==> src/rtl/uart_rx_os16.sv <==
// 8N1 UART receiver with 16x oversampling. The line is sampled at the middle of each bit.
// It also reports framing errors and line breaks for the status register.
module uart_rx_os16 #(
  parameter int DBIT    = 8,
  parameter int SB_TICK = 16
) (
  input  logic            clk,
  input  logic            reset,
  input  logic            b_tick,
  input  logic            rx,
  output logic [DBIT-1:0] dout,
  output logic            rx_done,
  output logic            frame_err,
  output logic            break_det,
  output logic            busy
);

  localparam int NW = (DBIT > 1) ? $clog2(DBIT) : 1;

  typedef enum logic [2:0] {
    IDLE,
    START,
    DATA,
    STOP,
    WAIT_HI
  } state_t;

  state_t          state, state_next;
  logic            rx_meta, rx_s;
  logic [3:0]      s, s_next;
  logic [NW-1:0]   n, n_next;
  logic [DBIT-1:0] shreg, shreg_next;
  logic [DBIT-1:0] dout_next;
  logic            done_next, ferr_next, brk_next;

  // The synchronizer resets to the idle level so that leaving reset
  // cannot be mistaken for a start edge.
  always_ff @(posedge clk) begin
    if (reset) begin
      rx_meta   <= 1'b1;
      rx_s      <= 1'b1;
      state     <= IDLE;
      s         <= '0;
      n         <= '0;
      shreg     <= '0;
      dout      <= '0;
      rx_done   <= 1'b0;
      frame_err <= 1'b0;
      break_det <= 1'b0;
    end else begin
      rx_meta   <= rx;
      rx_s      <= rx_meta;
      state     <= state_next;
      s         <= s_next;
      n         <= n_next;
      shreg     <= shreg_next;
      dout      <= dout_next;
      rx_done   <= done_next;
      frame_err <= ferr_next;
      break_det <= brk_next;
    end
  end

  always_comb begin
    state_next = state;
    s_next     = s;
    n_next     = n;
    shreg_next = shreg;
    dout_next  = dout;
    done_next  = 1'b0;
    ferr_next  = 1'b0;
    brk_next   = 1'b0;

    unique case (state)
      IDLE: begin
        if (!rx_s) begin
          state_next = START;
          s_next     = '0;
        end
      end

      START: begin
        if (b_tick) begin
          if (s == 4'd7) begin
            if (!rx_s) begin
              state_next = DATA;
              s_next     = '0;
              n_next     = '0;
            end else begin
              state_next = IDLE;
            end
          end else begin
            s_next = s + 4'd1;
          end
        end
      end

      DATA: begin
        if (b_tick) begin
          if (s == 4'd15) begin
            shreg_next = {rx_s, shreg[DBIT-1:1]};
            s_next     = '0;
            if (n == NW'(DBIT - 1)) begin
              state_next = STOP;
            end else begin
              n_next = n + 1'b1;
            end
          end else begin
            s_next = s + 4'd1;
          end
        end
      end

      // The FSM closes the frame at mid stop bit. This lets a start edge that
      // immediately follows the stop bit be caught.
      STOP: begin
        if (b_tick) begin
          if (s == 4'(SB_TICK - 1)) begin
            dout_next = shreg;
            if (rx_s) begin
              done_next  = 1'b1;
              state_next = IDLE;
            end else begin
              ferr_next  = 1'b1;
              brk_next   = (shreg == '0);
              state_next = WAIT_HI;
            end
          end else begin
            s_next = s + 4'd1;
          end
        end
      end

      WAIT_HI: begin
        if (rx_s) begin
          state_next = IDLE;
        end
      end

      default: state_next = IDLE;
    endcase
  end

  assign busy = (state != IDLE);

endmodule

==> config.mk <==
export PLATFORM = sky130hd
export DESIGN_NAME = uart_rx_os16
export DESIGN_NICKNAME = d
export VERILOG_FILES = /design/src/rtl/uart_rx_os16.sv
export SDC_FILE = /design/constraint.sdc
export NUM_CORES = 1
export LEC_CHECK = 0
export CAP_MARGIN = 5
export CORE_AREA = 2 2 79 81
export DETAILED_ROUTE_END_ITERATION = 10
export DIE_AREA = 0 0 81 83
export GPL_ROUTABILITY_DRIVEN = 0
export GPL_TIMING_DRIVEN = 0
export PLACE_DENSITY = 0.42
export SLEW_MARGIN = 20
export SYNTH_ARGS = -nofsm -noshare
export SYNTH_HDL_FRONTEND = slang
export SYNTH_SLANG_ARGS = --single-unit
==> constraint.sdc <==
create_clock -name clk -period 2.3 [get_ports clk]
set_clock_uncertainty 0.05 [all_clocks]
set_input_delay 0.46 -clock clk [delete_from_list [all_inputs] [get_ports clk]]
set_output_delay 0.46 -clock clk [all_outputs]
set_load 0.01 [all_outputs]
[Word-level counts from Yosys, hierarchy flattened]
Cells that the tools add are included.
Word-level totals
  bits in registers: 31
  logic and storage cells: 75
  memory bits (writable): 0
  output and inout port bits: 12
  input port bits: 4
  memories kept: 0
  bits in latches: 0
  bits in read-only memories: 0
Cells by class
  eq/ne operators: 19
  mux-type cells: 29
  bitwise gates (word level): 3
  reductions and logical operators: 12
  magnitude comparators: 0
  shifts and indexed selects: 0
  div/mod/pow operators: 0
  multipliers: 0
  add/sub/neg operators: 2
Operators with widths (number)
  $mux 3: 16
  $mux 4: 7
  $ne 2x2->1 const B: 12
  $pmux 4 s4: 1
  $pmux 3 s5: 1
  $reduce_and 9->1: 1
  $logic_not 8->1: 1
  $reduce_and 7->1: 1
  $eq 3x2->1 const B: 2
  $eq 3x3->1 const B: 2
  $pmux 3 s2: 1
  $reduce_and 3->1: 2
  $reduce_and 5->1: 1
  $reduce_or 5->1: 1
  $add 4x1->4 const B: 1
  $eq 4x3->1 const B: 1
  $eq 4x4->1 const B: 1
  $reduce_bool 4->1: 1
  $reduce_or 4->1: 1
  $add 3x1->3 const B: 1
  $eq 3x1->1 const B: 1
  $logic_not 3->1: 1
  $not 1->1: 3
  $reduce_bool 3->1: 1
  other kinds (3): 4

[Depth between registers and ports, before layout]
  depth in word-level cells: 5
  mapped depth: 7
  gate-level depth less buffers: 6

[Worst setup path after synthesis]
No wires, ideal clock.
  path type: register to register
  from: reg s[0]
  to: reg dout[1]
  path slack: 539 ps
  cell stages (with the launch flop): 8
  library setup time: 129 ps
  path buffers: 2
  arrival time: 1582 ps
  clock period less this slack: 1761 ps
  path through: dfxtp_1 ha_1 clkbuf_2 nand2_4 or4_1 buf_4 mux2i_1 nor2_1
Between the ends
  cells in the longest elaborated chain, start to end: 2
Ends and longest elaborated chain
  from (decl): line 30  | logic [3:0] s, s_next;
  from (signal assigned): line 54  | s <= s_next;
  $eq 4x4->1: line 118  | if (s == 4'(SB_TICK - 1)) begin
  $reduce_and 3->1 (no source line)
  to (signal assigned): line 57  | dout <= dout_next;
  to (decl): line 11  | output logic [DBIT-1:0] dout,
No other way between the ends.
A chain may end at the register's enable or synchronous reset.

[Worst setup path after layout]
  from: reg state[1]
  to: out busy
Between the ends
  cells in the longest elaborated chain, start to end: 1
Ends and longest elaborated chain
  from (decl): line 28  | state_t state, state_next;
  from (signal assigned): line 53  | state <= state_next;
  $reduce_bool 3->1: line 144  | assign busy = (state != IDLE);
  to (decl): line 15  | output logic busy
No other way between the ends.

==> results.md <==
* Synthesis-stage register bit count at 31
* CP arrival at 1.63 ns
* RSZ-0062 raised after global routing: no
* CORE AREA at 5816 sq um
* Clk sinks at 31
* Leak at 0.7119 nW
* Clock power share at 0.401
* Max-slew violations at 0
* Pre-CTS setup slack at 0.05937 ns
* Post-synthesis compound-gate area fraction at 0.1168
* I/O pin total at 16
* Ratio of routed vias to standard cells at 4.609
* Net Count, Synth at 153
* Crit path setup slack, layout at 0.1567 ns
* Register area share after synthesis at 0.4389
* Die height at 83 um
* CTS root buffer: clkbuf_8
* H-tree depth at 2
* Clock buffer depth at 2
* Top cell type's share of synthesized area at 0.4389
* Vias in the first global route at 1088
* # DRC at 0
* Post-synth EDFFs at 0
* Total power at 1.066 mW
* GRT Overall Usage at 0.1011
* Data required time of the worst path at 1.79 ns
* Clock transition at path regs at 0.06 ns
* Dpl cell area at 1658 sq um
* Net Switching at 252.2 uW
* Simple-gate share of the synthesized area at 0.2265
* Post-Synth Adder-Cell Area at 0.02655
* Worst hold path startpoint: rx_meta$_SDFF_PP1_
* Final nets at 175
* Max-slew headroom at 0.5317
* Syn Area/Cell at 9.684 sq um
* Most frequent cells in the layout: dfxtp_1 (31), nor2_1 (20), mux2i_1 (19)
* First-pass GRT wire length at 5.361 mm
* ANT nets after route at 0
* Die width at 81 um
* ANT cells at 0
* Reg2Reg Depth at 6
* DPL Wire Length at 2.184 mm
* Sum of negative setup slack at 0 ns
* Post-synth ARST share at 0
* Die ar. at 6723 sq um
* Layout area overhead at 23.63%
* Port bufs at 15
* Logic pwr share at 0.079
* Outcome: finished clean
* Final WL at 3.098 mm
* Wirelength per Cell at 12.75 um
* Via count at 1120
* Largest net degree at the start of global routing at 11
* Sequential power share at 0.520
* Least-Margin Pin Slew at 0.6973 ns
* Crit path time final at 2.143 ns
* Mux contribution to synthesized area at 0.1425
* Cell Int Power at 813.9 uW
* Max-Cap Viols at 0
* Largest family of logic cells by synthesized area: simple AND/OR/NAND/NOR gates
* Drt first pass iters at 4
* Peak supply drop at 0.2897 mV
* Initial antenna violation count at 0
* Hold-critical path depth at 1
* GR Overflow Total at 0
* Sw Share at 0.2366
* Num rows at 28
* Crit Reg-Reg Endpoint: shreg[4]$_SDFFE_PP0P_
* Top_reg_cell synth: dfxtp_1
* Hold crit path type: flip-flop to flip-flop
* PwrDens at 610.0 nW/um^2
* Yosys warns at 0
* Synth Area in XOR/XNOR at 0.006195
* Yosys top cell by area: dfxtp_1
* Synth unique cells at 47
* Cell area after layout at 1748 sq um
* Most common cell after layout, fill and taps aside: dfxtp_1
* Post-synthesis cell count at 146
* Hold Violations, Final at 0
* DRT iter0 DRCs at 57
* CP Launch Type: flip-flop
* Post-Synthesis Cell Area at 1414 sq um
* Total CTS buffers at 5
* Critical Path Sink Type: output pin
* Layout cells sized above 1 at 0.1429
* Fin Hold WS at 0.3659 ns
* FMAX at 466.6 MHz
* CP max FO at 10
* Final worst path period share at 0.9319
* Critical path class: flip-flop to output pin
* Setup violators final at 0
* RR Startpoint: s[1]$_SDFFE_PP0P_
* FF-to-FF setup slack at 0.34 ns
* CTS tree: done
* Clk_lat worst skew at 0.28 ns
* Initial Utilization at 0.2431
* Top cells by area, synth: dfxtp_1 (44%), mux2i_1 (13%), nor2_1 (5.6%)
* Hold worst-path end: rx_s$_SDFF_PP1_
-- state kept, by name, summed over array words and instances, names as in the netlist --
register / flops
break_det: 1
dout: 8
frame_err: 1
n: 3
rx_done: 1
rx_meta: 1
rx_s: 1
s: 4
shreg: 8
state: 3
-- routing by layer --
| metal | vias to the layer above | wire length, um | GRT usage |
|---|---|---|---|
| li1 | 567 | - | - |
| met1 | 524 | 1515 | 0.1348 |
| met2 | 23 | 1406 | 0.1525 |
| met3 | 6 | 143 | 0.03043 |
| met4 | 0 | 34 | 0.03698 |
| met5 | - | 0 | 0 |
-- synth_stat cells, types with 2 or more instances --
library cell and number:
inv_1 2, nor2b_1 2, dfxtp_1 31, o211ai_1 2, or2_2 2, buf_2 5, a21oi_1 2, o21ai_0 2
a211oi_1 2, ha_1 3, nor2_1 21, nand2b_1 5, clkbuf_1 3, nor4_1 5, nor3_1 3, nand2_1 7
mux2i_1 19
-- worst max-delay path by stage --
stage                                startpoint                     to
after floorplan               s[0]$_SDFFE_PP0P_   dout[1]$_SDFFE_PP0P_
after detailed placement                 b_tick  shreg[6]$_SDFFE_PP0P_
final                     state[1]$_SDFFE_PP0P_                   busy
after global routing      state[1]$_SDFFE_PP0P_                   busy
after global placement                   b_tick  shreg[4]$_SDFFE_PP0P_
after CTS                 state[1]$_SDFFE_PP0P_                   busy
-- what timing repair did --
item,4_1_cts,5_1_grt
setup endpoints to repair,0,1
hold buffers,0,0
setup buffers,0,0
gates resized for setup,0,1
-- stage by stage --
stage,util,instances
finish,0.3006,243
global route,0.3006,243
floorplan,-,146
detailed placement,0.2851,236
global placement,0.2851,236
CTS,0.3001,243
-- cells by family (layout without fill, tap and decap cells) --
logic type,Yosys count,count (layout)
simple gates,57,57
xor+xnor,1,1
fa+ha+maj,3,3
flops,31,31
mux,20,20
compound gates,21,21
buf+inv,13,35
-- power groups by stage --
stage	registers [mW]	logic (mW)	clock network, mW
after global routing	0.555	0.0946	0.472
final	0.554	0.0844	0.427
after global placement	0.566	0.0839	0
after CTS	0.554	0.0848	0.451
after detailed placement	0.566	0.0843	0
after floorplan	0.563	0.0572	0
-- final cells by class --
class	instances	area, sq um
sequential	31	620.6
timing repair buffer	15	150.1
clock inverter	1	5.005
tap	75	93.84
inverter	3	11.26
fill	641	4068
clock buffer	6	82.58
multi-input combinational	102	735.7
buffer	10	48.80
-- worst max-delay path: stages, from the launching register on --
cell,delay [ns]
dfxtp_1,0.31
buf_2,0.18
nor2_2,0.29
nand2_1,0.10
clkdlybuf4s50_1,0.48
No activity file was read; power rests on OpenSTA's default activity.
